## src/rtl/md_pkg.sv

```systemverilog
// md_pkg: shared op codes, FSM states and default latencies for the multiply/divide sequencer
package md_pkg;
  typedef enum logic [2:0] {
    MD_MULT  = 3'd0,
    MD_MULTU = 3'd1,
    MD_DIV   = 3'd2,
    MD_DIVU  = 3'd3,
    MD_MTHI  = 3'd4,
    MD_MTLO  = 3'd5
  } md_op_e;
  typedef enum logic {ST_IDLE, ST_RUN} md_state_e;
  localparam int MULT_CYCLES_DEF = 5;
  localparam int DIV_CYCLES_DEF  = 10;
endpackage

```

## src/rtl/md_alu.sv

```systemverilog
// md_alu: combinational multiply/divide result (hi/lo) for one md request
// Ports: i_op (md op), i_a/i_b (operands), i_cur_hi/i_cur_lo (current HI/LO),
//        o_res_hi/o_res_lo (result; current HI/LO for divide by zero and non-arith ops)
module md_alu
  import md_pkg::*;
(
  input  logic [2:0]  i_op,
  input  logic [31:0] i_a,
  input  logic [31:0] i_b,
  input  logic [31:0] i_cur_hi,
  input  logic [31:0] i_cur_lo,
  output logic [31:0] o_res_hi,
  output logic [31:0] o_res_lo
);
  logic        w_sgn, w_na, w_nb, w_dz, w_mul, w_dv;
  logic [31:0] w_ma, w_mb, w_div, w_q, w_r, w_qs, w_rs;
  logic [63:0] w_prod_u, w_prod;
  // signed ops run on magnitudes; result signs are restored afterwards
  assign w_sgn    = (i_op == MD_MULT) || (i_op == MD_DIV);
  assign w_na     = w_sgn & i_a[31];
  assign w_nb     = w_sgn & i_b[31];
  assign w_ma     = w_na ? -i_a : i_a;
  assign w_mb     = w_nb ? -i_b : i_b;
  assign w_prod_u = {32'd0, w_ma} * {32'd0, w_mb};
  assign w_prod   = (w_na ^ w_nb) ? -w_prod_u : w_prod_u;
  assign w_dz     = (i_b == 32'd0);
  assign w_div    = w_dz ? 32'd1 : w_mb;
  assign w_q      = w_ma / w_div;
  assign w_r      = w_ma % w_div;
  // quotient truncates toward zero, remainder follows the dividend sign
  assign w_qs     = (w_na ^ w_nb) ? -w_q : w_q;
  assign w_rs     = w_na ? -w_r : w_r;
  assign w_mul    = (i_op == MD_MULT) || (i_op == MD_MULTU);
  assign w_dv     = ((i_op == MD_DIV) || (i_op == MD_DIVU)) && !w_dz;
  assign o_res_hi = w_mul ? w_prod[63:32] : w_dv ? w_rs : i_cur_hi;
  assign o_res_lo = w_mul ? w_prod[31:0]  : w_dv ? w_qs : i_cur_lo;
endmodule

```

## src/rtl/md_sched.sv

```systemverilog
// md_sched: multi-cycle multiply/divide sequencer owning HI/LO and the D-stage md stall
// Ports: i_clk, i_reset (sync, active-low), i_start/i_op/i_a/i_b (E-stage request),
//        i_cancel (flush), i_d_is_md (D-stage md-class), o_busy, o_stall_md, o_hi, o_lo
module md_sched
  import md_pkg::*;
#(
  parameter int MULT_CYCLES = MULT_CYCLES_DEF,
  parameter int DIV_CYCLES  = DIV_CYCLES_DEF
) (
  input  logic        i_clk,
  input  logic        i_reset,
  input  logic        i_start,
  input  logic [2:0]  i_op,
  input  logic [31:0] i_a,
  input  logic [31:0] i_b,
  input  logic        i_cancel,
  input  logic        i_d_is_md,
  output logic        o_busy,
  output logic        o_stall_md,
  output logic [31:0] o_hi,
  output logic [31:0] o_lo
);
  md_state_e   r_state;
  logic [15:0] r_cnt;
  logic [31:0] r_pend_hi, r_pend_lo, r_hi, r_lo;
  logic [31:0] w_res_hi, w_res_lo;
  logic        w_arith;
  assign w_arith = (i_op <= MD_DIVU);
  md_alu u_alu (
    .i_op     (i_op),
    .i_a      (i_a),
    .i_b      (i_b),
    .i_cur_hi (r_hi),
    .i_cur_lo (r_lo),
    .o_res_hi (w_res_hi),
    .o_res_lo (w_res_lo)
  );
  always_ff @(posedge i_clk) begin
    if (!i_reset) begin
      r_state   <= ST_IDLE;
      r_cnt     <= '0;
      r_pend_hi <= '0;
      r_pend_lo <= '0;
      r_hi      <= '0;
      r_lo      <= '0;
    end else if (r_state == ST_RUN) begin
      if (i_cancel) begin
        r_state <= ST_IDLE;
        r_cnt   <= '0;
      end else begin
        r_cnt <= r_cnt - 16'd1;
        if (r_cnt == 16'd1) begin
          r_hi    <= r_pend_hi;
          r_lo    <= r_pend_lo;
          r_state <= ST_IDLE;
        end
      end
    end else if (i_start && !i_cancel) begin
      if (w_arith) begin
        r_pend_hi <= w_res_hi;
        r_pend_lo <= w_res_lo;
        r_cnt     <= i_op[1] ? 16'(DIV_CYCLES) : 16'(MULT_CYCLES);
        r_state   <= ST_RUN;
      end
      if (i_op == MD_MTHI) r_hi <= i_a;
      if (i_op == MD_MTLO) r_lo <= i_a;
    end
  end
  assign o_busy     = (r_state == ST_RUN);
  assign o_stall_md = i_d_is_md & (o_busy | (i_start & w_arith));
  assign o_hi       = r_hi;
  assign o_lo       = r_lo;
endmodule

```

## config.mk

```make
export PLATFORM = sky130hd
export DESIGN_NAME = md_sched
export DESIGN_NICKNAME = d
export VERILOG_FILES = /design/src/rtl/md_pkg.sv /design/src/rtl/md_alu.sv /design/src/rtl/md_sched.sv
export SDC_FILE = /design/constraint.sdc
export NUM_CORES = 2
export LEC_CHECK = 0
export CAP_MARGIN = 20
export CELL_PAD_IN_SITES_DETAIL_PLACEMENT = 0
export CELL_PAD_IN_SITES_GLOBAL_PLACEMENT = 2
export CORE_UTILIZATION = 43
export CTS_CLUSTER_SIZE = 28
export DETAILED_ROUTE_END_ITERATION = 10
export PLACE_DENSITY_LB_ADDON = 0.05
export SLEW_MARGIN = 15
export SYNTH_ARGS = -nofsm -noshare
export SYNTH_HDL_FRONTEND = slang
export SYNTH_SLANG_ARGS = --single-unit
```

## constraint.sdc

```tcl
create_clock -name i_clk -period 154.5 [get_ports i_clk]
set_input_delay 30.9 -clock i_clk [delete_from_list [all_inputs] [get_ports i_clk]]
set_output_delay 30.9 -clock i_clk [all_outputs]
set_load 0.005 [all_outputs]
```

======== Word level (Yosys, flattened, before mapping) ========
Cells that the tools add are included.
operators by class
  $add $sub $neg .......................... 6
  $mul .................................... 1
  divide/modulo/power cells ............... 2
  order comparisons ....................... 1
  eq/ne operators ......................... 8
  mux-type cells .......................... 30
  bitwise operators ....................... 7
  reduce and logical (&&, ||, !) cells .... 17
operators with widths
  kind                                                                              number
  32-bit 2-to-1 mux                                                                 19
  32-bit negation                                                                   4
  32-bit by 32-bit multiplier with 64-bit output                                    1
  16-bit 2-to-1 mux                                                                 4
  64-bit 2-to-1 mux                                                                 1
  64-bit negation                                                                   1
  32-bit by 32-bit divider with 32-bit output                                       1
  32-bit logical NOT                                                                1
  32-bit by 32-bit modulo with 32-bit output                                        1
  16-bit by 1-bit == test with 1-bit output, second input constant                  1
  16-bit by 1-bit subtractor with 16-bit output, second input constant              1
  4-bit AND reduction                                                               2
  2-bit nonzero test                                                                4
  3-bit by 2-bit == test with 1-bit output, second input constant                   2
  3-bit == test, second input constant                                              2
  1-bit 2-to-1 mux                                                                  5
  1-bit bitwise AND                                                                 4
  4-bit 2-to-1 mux                                                                  1
  3-bit by 1-bit == test with 1-bit output, second input constant                   1
  3-bit by 2-bit less-or-equal comparator with 1-bit output, second input constant  1
  3-bit logical NOT                                                                 1
  1-bit logical OR                                                                  3
  3-bit AND reduction                                                               1
  1-bit logical AND                                                                 2
  7 further kinds                                                                   8
word-level totals
  flip-flop bits (word level) ............. 145
  input port bits ......................... 72
  output and inout bits ................... 66
  word-level logic and storage cells ...... 78

======== Logic depth before layout (Yosys ltp) ========
  depth after elaboration ................. 10
  gate-level depth with buffers ........... 386
  mapped depth without buffers ............ 354

======== Modules after synthesis ========
Synthesis repeated with hierarchy kept, for this count alone.
unflattened totals
  cells, all modules ...................... 10,443
  area total of the unflattened synthesis .. 76,206.8 um2
by module, submodules not included
  module    instances  cells each  area an instance (um2)
  md_alu    1          9,584       69,740.6
  md_sched  1          859         6,466.2

======== Least setup slack after synthesis ========
No wires, ideal clock.
  path type ............................... in2reg
  start ................................... input i_b[0]
  end ..................................... register r_pend_hi[31]
  setup time .............................. 0.127 ns
  arrival ................................. 108.549 ns
  required time ........................... 154.373 ns
  slack ................................... 45.823 ns
  stages .................................. 345
  path buffers ............................ 61
  cell sequence ........................... clkbuf_1 -> inv_1 -> clkbuf_1 -> ha_1 -> nor3b_1 -> nand2_1 -> o41ai_1 -> xnor2_1 -> inv_1 -> nand2_1 -> nor4_1 -> clkbuf_1 -> nand2_1 -> clkbuf_1 -> nor4_1 -> mux2i_1 -> ha_1 -> o21a_1 -> (+309 left out) -> a21o_1 -> nand4_1 -> and3_1 -> o31ai_1 -> and2_1 -> clkbuf_1 -> buf_1 -> nand2_1 -> o311ai_0 -> o21ai_1 -> nor4_2 -> nand2_1 -> nor2_1 -> and2_1 -> nand2_1 -> or4_4 -> nand3_1 -> or3b_1
on the way
  word-level cells in the longest chain between the ends .. 8
  elaborated cells between the ends (all ways) .. 14
RTL lines
  element                                     line            RTL
  start: declaration                          md_sched.sv:15  input logic [31:0] i_b,
  32-bit negation                             md_alu.sv:23    assign w_mb = w_nb ? -i_b : i_b;
  32-bit 2-to-1 mux                           md_alu.sv:23
  32-bit 2-to-1 mux                           md_alu.sv:27    assign w_div = w_dz ? 32'd1 : w_mb;
  32-bit by 32-bit modulo with 32-bit output  md_alu.sv:29    assign w_r = w_ma % w_div;
  32-bit negation                             md_alu.sv:32    assign w_rs = w_na ? -w_r : w_r;
  32-bit 2-to-1 mux                           md_alu.sv:32
  32-bit 2-to-1 mux                           md_alu.sv:35    assign o_res_hi = w_mul ? w_prod[63:32] : w_dv ? w_rs : i_cur_hi;
  32-bit 2-to-1 mux (*)                       md_alu.sv:35
  end signal: assignment                      md_sched.sv:60  r_pend_hi <= w_res_hi;
  end: declaration                            md_sched.sv:25  logic [31:0] r_pend_hi, r_pend_lo, r_hi, r_lo;
Every way passes the cells marked *; elsewhere a longest branch is shown, timed or not.
A chain may end at the register's enable or synchronous reset.

======== Final worst setup path ========
  start ................................... input i_b[0]
  end ..................................... register r_pend_lo[30]
on the way
  word-level cells in the longest chain between the ends .. 8
  elaborated cells between the ends (all ways) .. 14
RTL lines
  element                                      line            RTL
  32-bit negation                              md_alu.sv:23
  32-bit 2-to-1 mux                            md_alu.sv:23
  32-bit 2-to-1 mux                            md_alu.sv:27
  32-bit by 32-bit divider with 32-bit output  md_alu.sv:28    assign w_q = w_ma / w_div;
  32-bit negation                              md_alu.sv:31    assign w_qs = (w_na ^ w_nb) ? -w_q : w_q;
  32-bit 2-to-1 mux                            md_alu.sv:31
  32-bit 2-to-1 mux                            md_alu.sv:36    assign o_res_lo = w_mul ? w_prod[31:0] : w_dv ? w_qs : i_cur_lo;
  32-bit 2-to-1 mux (*)                        md_alu.sv:36
  end signal: assignment                       md_sched.sv:61  r_pend_lo <= w_res_lo;
  end: declaration                             md_sched.sv:25
Marks and branches as above.

==> run_results.csv <==
group,metric,value,unit
clock_network,cts_hold_buffers,0,
setup_path,r2r_slack,150.03,ns
timing,layout_min_cycle_time,135.52,ns
logic_synthesis,yosysSeqAreaShare,3.79,%
placement,gp_congestion,1.10,
die,core_area,176000,um2
setup_path,path_class,"primary input to flop",
setup_path,arrival,135.82,ns
clock_network,clk_latency,0.45,ns
setup_path,r2r_cells,11,
die,die_width,424,um
setup_path,worst_path_most_repeated_cell,"ha_1",
worst_hold_path,holdPathEnd,"r_cnt[11]$_SDFFE_PN0P_",
timing,finalCritPeriodShare,87.7,%
timing,slew_headroom,15.1,%
clock_network,numCtsBuffers,17,
logic_synthesis,synth_cells,10400,
detailed_routing,wire_per_inst,32.4,um
setup_path,endpoint_kind,"flop",
die,die_h,424,um
run,cap_violations,0,
setup_path,crit_buf_inv,26,
finish,drive_above_1_share,5.76,%
clock_network,htree_levels,4,
setup_path,critPathTopFamily,"compound AO/OA/AOI/OAI gates",
finish,layout.nets,12100,
timing,hold_viol,0,
outcome,violations,"design-rule violations",
logic_synthesis,synth_top_family_by_area,"adder cells",
outcome,status,"finished, violations left",
placement,place.port_buffers,137,
logic_synthesis,synth-xor-area-share,6.83,%
grt,grt_pass1_vias,78700,
detailed_routing,wirelength,411,mm
timing,finalMaxSlewViolations,0,
grt,grt_max_degree,95,
logic_synthesis,ys_types,116,
placement,dpl.hpwl,327,mm
logic_synthesis,ys_async_sr_fraction,0,%
clock_network,ctsResizeCount,0,
logic_synthesis,ys_warn_count,0,
logic_synthesis,postSynthAreaPerCell,7.39,um2
logic_synthesis,yosys_register_bits,145,
logic_synthesis,synth-edff-count,0,
logic_synthesis,synthAdderAreaFrac,36.5,%
clock_network,clk_pin_slew_worst_paths,0.07,ns
grt,antenna_found_initial,43,
clock_network,root_buffer,"clkbuf_16",
worst_hold_path,hold_depth,1,
clock_network,postCtsSetupRepairBufs,0,
worst_hold_path,holdCritStartpoint,"r_cnt[11]$_SDFFE_PN0P_",
finish,final_common_cell,"nand2_1",
clock_network,clk_path_buf_depth,2,
timing,tns,0,ns
worst_hold_path,hp-class,"flop to flop",
die,initial_core_util,43.4,%
detailed_routing,drtIter0Drc,10400,
finish,area_growth,7.31,%
logic_synthesis,netlist_area,76600,um2
grt,grt_pass1_wl,577,mm
timing,rsz0062_at_grt,"false",
logic_synthesis,synth_compound_area_share,22.2,%
logic_synthesis,synthMuxAreaShare,1.00,%
timing,clock_skew,0.0162,ns
detailed_routing,ant_nets,0,
logic_synthesis,synthFlopType,"dfxtp_1",
timing,fmax,7.38,MHz
detailed_routing,drc,36,
grt,grt_usage,44.4,%
setup_path,r2r-start,"r_cnt[4]$_SDFFE_PN0P_",
grt,overflow,0,
die,design.die.area,180000,um2
setup_path,crit_path_start_kind,"primary input",
detailed_routing,drtPass1Iterations,11,
die,rows,154,
setup_path,cp_slowest_cell,"o211ai_1",
clock_network,cts_tree,"yes",
detailed_routing,vias_per_cell,6.50,
finish,final_cell_mix,"nand2_1, inv_1, nor2_1, fa_1, ha_1",
setup_path,r2r-end,"o_lo[30]$_SDFFE_PN0P_",
logic_synthesis,mappedNetlistNets,12100,
timing,worst_pin_slew,1.26,ns
setup_path,critPathMaxStageDelay,0.96,ns
detailed_routing,dr_total_vias,82400,
die,ioPinCount,138,
setup_path,crit_fanout,40,
setup_path,cp.required,154.80,ns
logic_synthesis,synth-simple-area-share,21.5,%
timing,setup_violations,0,
clock_network,cts.sinks,145,
-- Yosys cell counts (all sizes together) (61+ instances only) --
cell,n,area (um2)
dfxtp,145,2900
o211a,89,891
and3,83,519
buf,90,417
nor2,930,3500
inv,1187,4460
or2,65,407
nor2b,76,475
a21o,182,1370
a21oi,721,3620
o21ai,514,2580
a31oi,139,870
nand2,1554,5840
o21a,140,1050
xor2,232,2030
o21bai,61,458
or3,83,524
ha,800,10000
xnor2,365,3200
a221oi,61,534
o211ai,73,562
nand4,94,601
nor4,70,499
nand3,197,1000
nor3,220,1170
nand2b,63,394
clkbuf,371,1390
fa,897,18000
a211oi,99,763
o31ai,64,480
-- flip-flops by register name (all words and copies together) (netlist names) --
register	flops
r_pend_hi	32
r_pend_lo	32
o_lo	32
o_busy	1
r_cnt	16
o_hi	32
-- through the flow --
stage,setup slack [ns],std cells,cell area (um2),hold slack (ns),utilization [%]
2_1_floorplan,45.82,10400,76600,0.424,-
3_3_place_gp,22.03,12600,81400,0.439,46.1
3_5_place_dp,22.64,12600,81500,0.451,46.2
4_1_cts,22.79,12700,82100,0.460,46.5
5_1_grt,14.92,12700,82200,0.494,46.5
6_report,18.98,12700,82200,0.459,46.6
-- area by class of cell --
cell class,count,area (um2)
diodes,10,25.0
flip-flops and latches,145,2910
well taps,2340,2930
clock inverters,13,145
fillers,18200,94300
repair buffers,386,3260
clock buffers,19,443
multi-input cells,8559,68000
inverters,1198,4500
-- worst max-delay path by stage --
stage	cells after the start	endpoint	start	slack [ns]
2_1_floorplan	345	r_pend_hi[31]$_SDFFE_PN0P_	i_b[0]	45.82
3_3_place_gp	331	r_pend_lo[30]$_SDFFE_PN0P_	i_b[0]	22.03
5_1_grt	341	r_pend_lo[30]$_SDFFE_PN0P_	i_b[0]	14.92
4_1_cts	337	r_pend_lo[30]$_SDFFE_PN0P_	i_b[0]	22.79
3_5_place_dp	337	r_pend_lo[30]$_SDFFE_PN0P_	i_b[0]	22.64
6_report	339	r_pend_lo[30]$_SDFFE_PN0P_	i_b[0]	18.98
-- per-layer routing --
layer / up-vias / share of wire, % / routed length (um) / global-route usage [%]
met5: - / 0.064 / 261 / 0
met4: 40 / 7.1 / 29400 / 26.1
met3: 1141 / 13 / 51800 / 13.4
met2: 5340 / 41 / 167000 / 64.2
met1: 40500 / 40 / 163000 / 58.2
li1: 35400 / - / - / -
-- worst reg2reg max path: stages, from the launching register on --
cell and delay, ns:
dfxtp_1 0.36, or3_1 0.45, or3_1 0.43, or4_1 0.51
or3_1 0.38, or2_2 0.31, nor4bb_1 0.55, nand2_1 0.26
a21oi_4 0.17, buf_4 0.63, nand2_1 0.16, o211a_1 0.16
-- kinds of logic after synthesis --
logic type | Yosys count
and+or+nand+nor | 3622
AOI/OAI and AO/OA | 2572
adders and majority gates | 1697
buffers and inverters | 1659
xor gates and xnor gates | 597
DFF | 145
muxes | 71
Power is not shown: default switching activity piles up to over one toggle a cycle in this logic, so the estimate is an artifact.
